`src/rtl/uart_tx_buf_pkg.sv`:
```
// Shared UART transmit constants, state codes and bus types.
package uart_tx_buf_pkg;

    localparam int UART_DIV_RATE = 16;

    localparam logic UART_START_BIT = 1'b0;
    localparam logic UART_STOP_BIT  = 1'b1;

    typedef logic [7:0] byte_data_t;
    typedef logic [2:0] uart_bit_cnt_t;
    typedef logic [1:0] uart_tx_state_t;

    localparam uart_tx_state_t UART_TX_STATE_IDLE  = 2'd0;
    localparam uart_tx_state_t UART_TX_STATE_START = 2'd1;
    localparam uart_tx_state_t UART_TX_STATE_DATA  = 2'd2;
    localparam uart_tx_state_t UART_TX_STATE_STOP  = 2'd3;

endpackage

```
`src/rtl/uart_tx_buf_if.sv`:
```
// Byte push handshake between the bus-side controller and the UART transmitter.
interface uart_tx_buf_if;
    import uart_tx_buf_pkg::*;

    logic       tx_valid;
    byte_data_t tx_data;
    logic       tx_ready;

    modport master (output tx_valid, output tx_data, input tx_ready);
    modport slave  (input tx_valid, input tx_data, output tx_ready);

endinterface

```
`src/rtl/uart_tx_fifo.sv`:
```
// Single-clock byte FIFO; read data is shown ahead from the head entry.
module uart_tx_fifo
    import uart_tx_buf_pkg::*;
#(
    parameter int DEPTH = 4,
    localparam int AW = $clog2(DEPTH)
) (
    input  logic       clk,
    input  logic       reset,
    input  logic       wr_en,
    input  byte_data_t wr_data,
    input  logic       rd_en,
    output byte_data_t rd_data,
    output logic [AW:0] level,
    output logic       full,
    output logic       empty
);

    logic [AW-1:0] wr_ptr_q, wr_ptr_d;
    logic [AW-1:0] rd_ptr_q, rd_ptr_d;
    logic [AW:0]   level_q, level_d;
    byte_data_t    mem_q [DEPTH];
    logic          do_wr, do_rd;

    assign full  = (level_q == (AW+1)'(DEPTH));
    assign empty = (level_q == '0);
    assign do_wr = wr_en && !full;
    assign do_rd = rd_en && !empty;

    always_comb begin
        wr_ptr_d = wr_ptr_q;
        rd_ptr_d = rd_ptr_q;
        level_d  = level_q;
        if (do_wr) wr_ptr_d = wr_ptr_q + AW'(1);
        if (do_rd) rd_ptr_d = rd_ptr_q + AW'(1);
        unique case ({do_wr, do_rd})
            2'b10:   level_d = level_q + (AW+1)'(1);
            2'b01:   level_d = level_q - (AW+1)'(1);
            default: level_d = level_q;
        endcase
    end

    always_ff @(posedge clk) begin
        if (!reset) begin
            wr_ptr_q <= '0;
            rd_ptr_q <= '0;
            level_q  <= '0;
        end else begin
            wr_ptr_q <= wr_ptr_d;
            rd_ptr_q <= rd_ptr_d;
            level_q  <= level_d;
        end
    end

    // Storage needs no reset: level gates every read.
    always_ff @(posedge clk) begin
        if (do_wr) mem_q[wr_ptr_q] <= wr_data;
    end

    assign rd_data = mem_q[rd_ptr_q];
    assign level   = level_q;

endmodule

```
`src/rtl/uart_tx_buf.sv`:
```
// Buffered 8N1 UART transmitter: FIFO front end, bit FSM, divider, shifter.
module uart_tx_buf
    import uart_tx_buf_pkg::*;
#(
    parameter int DIV_RATE   = UART_DIV_RATE,
    parameter int FIFO_DEPTH = 4,
    localparam int LW = $clog2(FIFO_DEPTH) + 1,
    localparam int DW = $clog2(DIV_RATE)
) (
    input  logic          clk,
    input  logic          reset,
    uart_tx_buf_if.slave  bus,
    output logic          tx_busy,
    output logic          tx_end,
    output logic [LW-1:0] fifo_level,
    output logic          tx
);

    localparam logic [DW-1:0] DIV_MAX = DW'(DIV_RATE - 1);

    uart_tx_state_t state_q, state_d;
    logic [DW-1:0]  div_q, div_d;
    uart_bit_cnt_t  bit_q, bit_d;
    byte_data_t     shift_q, shift_d;
    logic           tx_q, tx_d;
    logic           tx_end_q, tx_end_d;
    logic           pop, push;
    logic           fifo_full, fifo_empty;
    byte_data_t     rd_data;

    assign bus.tx_ready = !fifo_full;
    assign push         = bus.tx_valid && !fifo_full;

    uart_tx_fifo #(.DEPTH(FIFO_DEPTH)) u_fifo (
        .clk     (clk),
        .reset   (reset),
        .wr_en   (push),
        .wr_data (bus.tx_data),
        .rd_en   (pop),
        .rd_data (rd_data),
        .level   (fifo_level),
        .full    (fifo_full),
        .empty   (fifo_empty)
    );

    // tx is derived from the current state, so the line lags the FSM by one edge.
    always_comb begin
        state_d  = state_q;
        div_d    = div_q;
        bit_d    = bit_q;
        shift_d  = shift_q;
        tx_d     = UART_STOP_BIT;
        tx_end_d = 1'b0;
        pop      = 1'b0;
        unique case (state_q)
            UART_TX_STATE_IDLE: begin
                if (!fifo_empty) begin
                    pop     = 1'b1;
                    shift_d = rd_data;
                    div_d   = DIV_MAX;
                    state_d = UART_TX_STATE_START;
                end
            end
            UART_TX_STATE_START: begin
                tx_d = UART_START_BIT;
                if (div_q == '0) begin
                    div_d   = DIV_MAX;
                    bit_d   = '0;
                    state_d = UART_TX_STATE_DATA;
                end else begin
                    div_d = div_q - DW'(1);
                end
            end
            UART_TX_STATE_DATA: begin
                tx_d = shift_q[0];
                if (div_q == '0) begin
                    shift_d = shift_q >> 1;
                    div_d   = DIV_MAX;
                    if (bit_q == 3'd7) state_d = UART_TX_STATE_STOP;
                    else               bit_d   = bit_q + 3'd1;
                end else begin
                    div_d = div_q - DW'(1);
                end
            end
            UART_TX_STATE_STOP: begin
                tx_d = UART_STOP_BIT;
                if (div_q == '0) begin
                    tx_end_d = 1'b1;
                    if (!fifo_empty) begin
                        pop     = 1'b1;
                        shift_d = rd_data;
                        div_d   = DIV_MAX;
                        state_d = UART_TX_STATE_START;
                    end else begin
                        state_d = UART_TX_STATE_IDLE;
                    end
                end else begin
                    div_d = div_q - DW'(1);
                end
            end
            default: state_d = UART_TX_STATE_IDLE;
        endcase
    end

    always_ff @(posedge clk) begin
        if (!reset) begin
            state_q  <= UART_TX_STATE_IDLE;
            div_q    <= '0;
            bit_q    <= '0;
            shift_q  <= '0;
            tx_q     <= 1'b1;
            tx_end_q <= 1'b0;
        end else begin
            state_q  <= state_d;
            div_q    <= div_d;
            bit_q    <= bit_d;
            shift_q  <= shift_d;
            tx_q     <= tx_d;
            tx_end_q <= tx_end_d;
        end
    end

    assign tx      = tx_q;
    assign tx_end  = tx_end_q;
    assign tx_busy = (state_q != UART_TX_STATE_IDLE) || (fifo_level != '0);

endmodule
```
`src/flat_wrapper.sv`:
```
// flat-port wrapper written by rule: the top's interface ports become plain ports
module uart_tx_buf_flat import uart_tx_buf_pkg::*;
#(
    parameter int DIV_RATE   = UART_DIV_RATE,
    parameter int FIFO_DEPTH = 4,
    localparam int LW = $clog2(FIFO_DEPTH) + 1,
    localparam int DW = $clog2(DIV_RATE)
)
  (clk, reset, tx_busy, tx_end, fifo_level, tx, bus_tx_valid, bus_tx_data, bus_tx_ready);
  uart_tx_buf_if bus_i ();
  input  logic clk;
  input  logic reset;
  output logic tx_busy;
  output logic tx_end;
  output logic [LW-1:0] fifo_level;
  output logic tx;
  input wire logic [$bits(bus_i.tx_valid)-1:0] bus_tx_valid;
  input wire logic [$bits(bus_i.tx_data)-1:0] bus_tx_data;
  output wire logic [$bits(bus_i.tx_ready)-1:0] bus_tx_ready;
  assign bus_i.tx_valid = bus_tx_valid;
  assign bus_i.tx_data = bus_tx_data;
  assign bus_tx_ready = bus_i.tx_ready;
  uart_tx_buf #(.DIV_RATE(DIV_RATE), .FIFO_DEPTH(FIFO_DEPTH)) u_core (.clk(clk), .reset(reset), .bus(bus_i), .tx_busy(tx_busy), .tx_end(tx_end), .fifo_level(fifo_level), .tx(tx));
endmodule
```
`config.mk`:
```
export PLATFORM = sky130hd
export DESIGN_NAME = uart_tx_buf_flat
export DESIGN_NICKNAME = d
export VERILOG_FILES = /design/src/rtl/uart_tx_buf_pkg.sv /design/src/rtl/uart_tx_buf_if.sv /design/src/rtl/uart_tx_fifo.sv /design/src/rtl/uart_tx_buf.sv /design/src/flat_wrapper.sv
export SDC_FILE = /design/constraint.sdc
export NUM_CORES = 1
export LEC_CHECK = 0
export ABC_CLOCK_PERIOD_IN_PS = 3300
export CAP_MARGIN = 20
export CORE_UTILIZATION = 50
export DETAILED_ROUTE_END_ITERATION = 7
export PLACE_DENSITY = 0.69
export SLEW_MARGIN = 20
export SYNTH_ARGS = -nofsm -noshare
export SYNTH_HDL_FRONTEND = slang
export SYNTH_SLANG_ARGS = --single-unit
```
`constraint.sdc`:
```
create_clock -name clk -period 3.3 [get_ports clk]
set_input_delay 0.66 -clock clk [delete_from_list [all_inputs] [get_ports clk]]
set_output_delay 0.66 -clock clk [all_outputs]
set_load 0.005 [all_outputs]
```
* Word-level counts from Yosys, hierarchy flattened
Memories as Yosys holds them, arrays and structs flattened. A register that Yosys moved wholly into a read port is not among the register bits. Cells that the tools add are included. W data, S select, Z words.
Storage, ports and cells: register bits 26, memory bits (writable) 32, output and inout port bits 7, word-level logic and storage cells 77, memories 1
Memories:
- u_core.u_fifo.mem_q | depth 4, width 8, read ports 1, clocked after memory_dff 1, write ports 1, line uart_tx_fifo.sv:22 | byte_data_t mem_q [DEPTH];
Cells by class: add/sub/neg operators 6, equality and inequality tests 13, muxes and demuxes 29, reduce and logical (&&, ||, !) cells 19
Operator list (count):
- $mux W8 | 3
- $pmux W8 S3 | 1
- $mux W2 | 7
- $mux W4 | 3
- $pmux W3 S2 | 2
- $pmux W4 S3 | 1
- $mux W3 | 3
- $ne A2 B1 Y1 const B | 4
- $pmux W2 S4 | 1
- $add A3 B1 Y3 const B | 2
- $eq A2 B2 Y1 const B | 3
- $eq A3 B3 Y1 const B | 2
- $mux W1 | 6
- $reduce_bool A2 Y1 | 3
- $reduce_bool A3 Y1 | 2
- $reduce_and A5 Y1 | 1
- $add A2 B1 Y2 const B | 2
- $eq A2 B1 Y1 const B | 2
- $logic_not A4 Y1 | 1
- $ne A2 B2 Y1 const B | 2
- $pmux W1 S2 | 2
- $reduce_and A4 Y1 | 1
- $sub A4 B1 Y4 const B | 1
- $logic_and A1 B1 Y1 | 3
- other kinds (8) | 9

* Depth between registers and ports, before layout
depth in word-level cells 7, gate-level depth with buffers 11, gate-level depth less buffers 11

* By module
A second synthesis with hierarchy kept.
Second synthesis, totals: cells, all modules 222, area total of the unflattened synthesis 2766.4 µm²
Modules (own cells, without submodules):
- uart_tx_fifo | instances 1, cells each 96, area an instance 1644.1 µm²
- uart_tx_buf | instances 1, cells each 126, area an instance 1122.3 µm²

* Least setup slack after synthesis
OpenSTA, ideal clock, no wires.
path kind reg2reg, start point register u_core.state_q[1], end point register u_core.u_fifo.level_q[2] (netlist: u_core.u_fifo.level[2]), library setup time 0.071 ns, arrival 2.373 ns, setup slack 0.856 ns, cell stages (with the launch flop) 11, buffers on the path 0, clock period less this slack 2.444 ns, cell sequence dfxtp_1 > ha_1 > and4bb_2 > nor2_1 > nor3_2 > ha_1 > inv_1 > fa_1 > xor2_1 > or3_1 > a21oi_1
Between the ends: cells in the longest elaborated chain, start to end 5, elaborated cells on any way between the ends 8, classes of those cells eq/ne: 3; mux: 2; reduce/logical: 3
Ends and longest elaborated chain:
- start, declared | line uart_tx_buf.sv:21 | uart_tx_state_t state_q, state_d;
- start signal, assigned | line uart_tx_buf.sv:114 | state_q <= state_d;
- $eq A2 B2 Y1 or $logic_not A2 Y1 (tied branches) | line uart_tx_buf.sv:55 | unique case (state_q)
- $pmux W1 S2 * | line uart_tx_buf.sv:55
- $logic_and A1 B1 Y1 * | line uart_tx_fifo.sv:28 | assign do_rd = rd_en && !empty;
- net u_core.u_fifo.do_rd | line uart_tx_fifo.sv:23 | logic do_wr, do_rd;
- $eq A2 B1 Y1 or $eq A2 B2 Y1 (tied branches) | line uart_tx_fifo.sv:36 | unique case ({do_wr, do_rd})
- $pmux W3 S2 or $reduce_bool A2 Y1 (tied branches)
- end signal, assigned | line uart_tx_fifo.sv:51 | level_q <= level_d;
- end, declared | line uart_tx_fifo.sv:21 | logic [AW:0] level_q, level_d;
Mark *: on every way through the listed nets, which the timed path passes. The rest lies on a longest branch. A chain may end at the register's enable or synchronous reset.

* Final worst setup path
start point register u_core.state_q[0], end point output tx_busy
Between the ends: cells in the longest elaborated chain, start to end 2
Ends and longest elaborated chain:
- $reduce_bool A2 Y1 | line uart_tx_buf.sv:125 | assign tx_busy = (state_q != UART_TX_STATE_IDLE) || (fifo_level != '0);
- $logic_or A1 B1 Y1 | line uart_tx_buf.sv:125
- end, declared | line flat_wrapper.sv:13 | output logic tx_busy;
Every way passes these cells.

==> results.json <==
{
  "avgSynthCellArea_um2": 12.86,
  "overflow": 0,
  "max_freq_ghz": 0.3618,
  "synthAdderAreaFrac_pct": 7.196,
  "synth_enable_flop_cells": 32,
  "synthXorXnorAreaFrac_pct": 1.292,
  "drt-initial-drc-count": 100,
  "vias": 1682,
  "crit_path_top_delay_cell": "or4b_1",
  "arrival_ns": 2.10,
  "status": "finished, final reports clean",
  "gp_congestion": 0.8203,
  "row_count": 26,
  "yosys_warnings": 0,
  "postCtsResizedCells": 0,
  "synth_top_area_share_pct": 35.42,
  "hold_viol_final": 0,
  "drt_wl_total_mm": 4.639,
  "min_period_ns": 2.764,
  "root_buffer": "clkbuf_8",
  "drc": 0,
  "netlist_area_um2": 2713,
  "cellLeakagePower_nw": 1.133,
  "placed_cell_area_um2": 2937,
  "die-area_um2": 5724,
  "synth_top_family_by_area": "compound AO/OA/AOI/OAI gates",
  "hpwlAfterDp_mm": 3.037,
  "ioPinCount": 18,
  "worst_pin_slew_ns": 0.5455,
  "initial_utilization_pct": 52.44,
  "netlist_top_cells_area": "edfxtp_1, dfxtp_1, mux4_2",
  "cpPeakStageDelay_ns": 0.53,
  "fin_skew_ns": 0.008510,
  "synthCells": 211,
  "rsz0062_at_grt": "false",
  "hold_buffers": 0,
  "setup_viol": 0,
  "drive_gt1_share_pct": 13.98,
  "cts.path.max_buffers": 2,
  "grt_pass1_vias": 1611,
  "area_growth_pct": 17.11,
  "numPortBuffers": 17,
  "postSynthNetCount": 237,
  "drt_pass1_iterations": 4,
  "cts.sinks": 60,
  "synth_compound_area_share_pct": 11.07,
  "cts_buffers": 9,
  "period_share_pct": 83.75,
  "synth-seq-cells": 60,
  "slew-limit-headroom_pct": 63.59,
  "die_w_um": 75.66,
  "die_h_um": 75.66,
  "htree_levels": 3,
  "grt_max_degree": 18,
  "cts_setup_buffers": 0,
  "crit_path_max_fanout": 5,
  "async_flop_share_pct": 0,
  "cp-start-kind": "flip-flop",
  "clk_latency_ns": 0.33,
  "grt_pass1_wl_mm": 7.521,
  "ys_dominant_reg_cell": "edfxtp_1",
  "synthSimpleGateAreaFrac_pct": 10.29,
  "crit_path_end_kind": "output pin",
  "vdd_drop_max_mv": 0.4423,
  "critPathRequiredTime_ns": 2.64,
  "final_cell_area_um2": 3177,
  "grt_use_total_pct": 18.63,
  "diodes": 0,
  "yosysTopAreaCell": "edfxtp_1",
  "cts_tree": "yes",
  "maxCapViolCount": 0,
  "yosys.cell_types.count": 44,
  "cp_cell_sequence": "inv_1 -> ha_1 -> or4b_1 -> clkdlybuf4s50_1",
  "wl_per_cell_um": 15.16,
  "ys_seq_area_share_pct": 56.09,
  "path_clk_slew_ns": 0.07,
  "vias_per_cell": 5.497,
  "slew_viol_final": 0,
  "muxShareOfSynthArea_pct": 10.33,
  "final_nets": 257,
  "path_class": "reg -> out",
  "fin_setup_tns_ns": 0,
  "antenna_found_initial": 0,
  "core_um2": 5172,
  "ant_nets": 0,
  "fill_cells": 414,
  "hp-class": "reg -> reg",
  "power_density_nw_per_um2": 934.2
}
==> area by class of cell <==
class | count | area, µm² | area share [%]
Sequential cell | 60 | 1521 | 47.89
Multi-Input combinational cell | 127 | 1090 | 34.30
Timing Repair Buffer | 19 | 185.2 | 5.829
Clock buffer | 10 | 127.6 | 4.017
Clock inverter | 6 | 112.6 | 3.545
Tap cell | 70 | 87.58 | 2.757
Inverter | 14 | 52.55 | 1.654
==> layer usage <==
| metal | share of wire (%) | up-vias | track usage (%) | routed length [µm] |
|---|---|---|---|---|
| li1 | - | 834 | - | - |
| met1 | 47 | 814 | 23.19 | 2173 |
| met2 | 49 | 28 | 29.96 | 2262 |
| met3 | 3.2 | 6 | 5.159 | 147 |
| met4 | 1.2 | 0 | 9.465 | 56 |
| met5 | 0 | - | 0 | 0 |
==> metrics by stage <==
| step | hold slack [ns] | power [mW] | util, % | worst slack (ns) | instances |
|---|---|---|---|---|---|
| global placement | 0.4458 | 2.164 | 56.77 | 0.6842 | 290 |
| detailed placement | 0.4517 | 2.177 | 56.77 | 0.6050 | 290 |
| floorplan | 0.4356 | 1.927 | - | 0.8561 | 211 |
| finish | 0.4553 | 2.968 | 61.42 | 0.5364 | 306 |
| global route | 0.4784 | 3.161 | 61.42 | 0.3919 | 306 |
| CTS | 0.4614 | 2.992 | 61.42 | 0.5318 | 306 |
==> sequential cells by signal (all words and copies together), names as in the netlist, 2 cells and up, named ones only <==
register and count:
u_core.u_fifo.mem_q 32, u_core.div_q 4, u_core.u_fifo.level 3, u_core.bit_q 3, u_core.u_fifo.rd_ptr_q 2, u_core.u_fifo.wr_ptr_q 2, u_core.shift_q 8, u_core.state_q 2
==> cell usage in the layout, fill, tap and decap left out, drive strengths merged, types with 8 or more instances in the layout <==
cell type,netlist,final
edfxtp,32,32
dfxtp,28,28
a21oi,18,18
clkdlybuf4s50,0,17
inv,14,14
ha,14,14
nor2,10,10
mux2i,10,10
clkbuf,3,10
o21ai,10,10
mux4,8,8
nand2,8,8
==> where the power goes <==
part | internal, mW | switching (mW) | total [mW]
Combinational | 0.506 | 0.582 | 1.09
Sequential | 0.948 | 0.133 | 1.08
Clock | 0.503 | 0.296 | 0.799
Total | 1.96 | 1.01 | 2.97
==> worst paths after layout <==
check	startpoint	to	slack, ns	cells after the start
setup / recovery	u_core.state_q[0]	tx_busy	0.54	4
hold / removal	u_core.bit_q[2]	u_core.bit_q[2]	0.46	2
setup reg to reg	u_core.state_q[1]	u_core.u_fifo.level[2]	0.58	10
hold reg to reg	u_core.bit_q[2]	u_core.bit_q[2]	0.46	2
==> Yosys cell counts (3+ instances only) <==
| cell type | number |
|---|---|
| edfxtp_1 | 32 |
| dfxtp_1 | 28 |
| a21oi_1 | 18 |
| ha_1 | 14 |
| inv_1 | 14 |
| mux2i_1 | 10 |
| nor2_1 | 10 |
| mux4_2 | 8 |
| nand2_1 | 8 |
| o21ai_1 | 8 |
| and3_1 | 5 |
| nor3_1 | 4 |
| buf_1 | 3 |
| buf_2 | 3 |
| clkbuf_1 | 3 |
| o211ai_1 | 3 |
| xor2_1 | 3 |
==> cell families (layout without fill, tap and decap cells) <==
| logic type | count (synthesis) | in the layout |
|---|---|---|
| compound gates | 43 | 43 |
| xor+xnor | 4 | 4 |
| fa+ha+maj | 15 | 15 |
| buf+inv | 24 | 49 |
| flops | 60 | 60 |
| mux | 18 | 18 |
| simple gates | 47 | 47 |
==> critical path: cells and delay by family, from the launching register on <==
kind / cells / cell delay, ns
buf+inv: 2 / 0.67
flops: 1 / 0.34
simple gates: 1 / 0.53
fa+ha+maj: 1 / 0.24
Power figures use the tool's default switching activity.
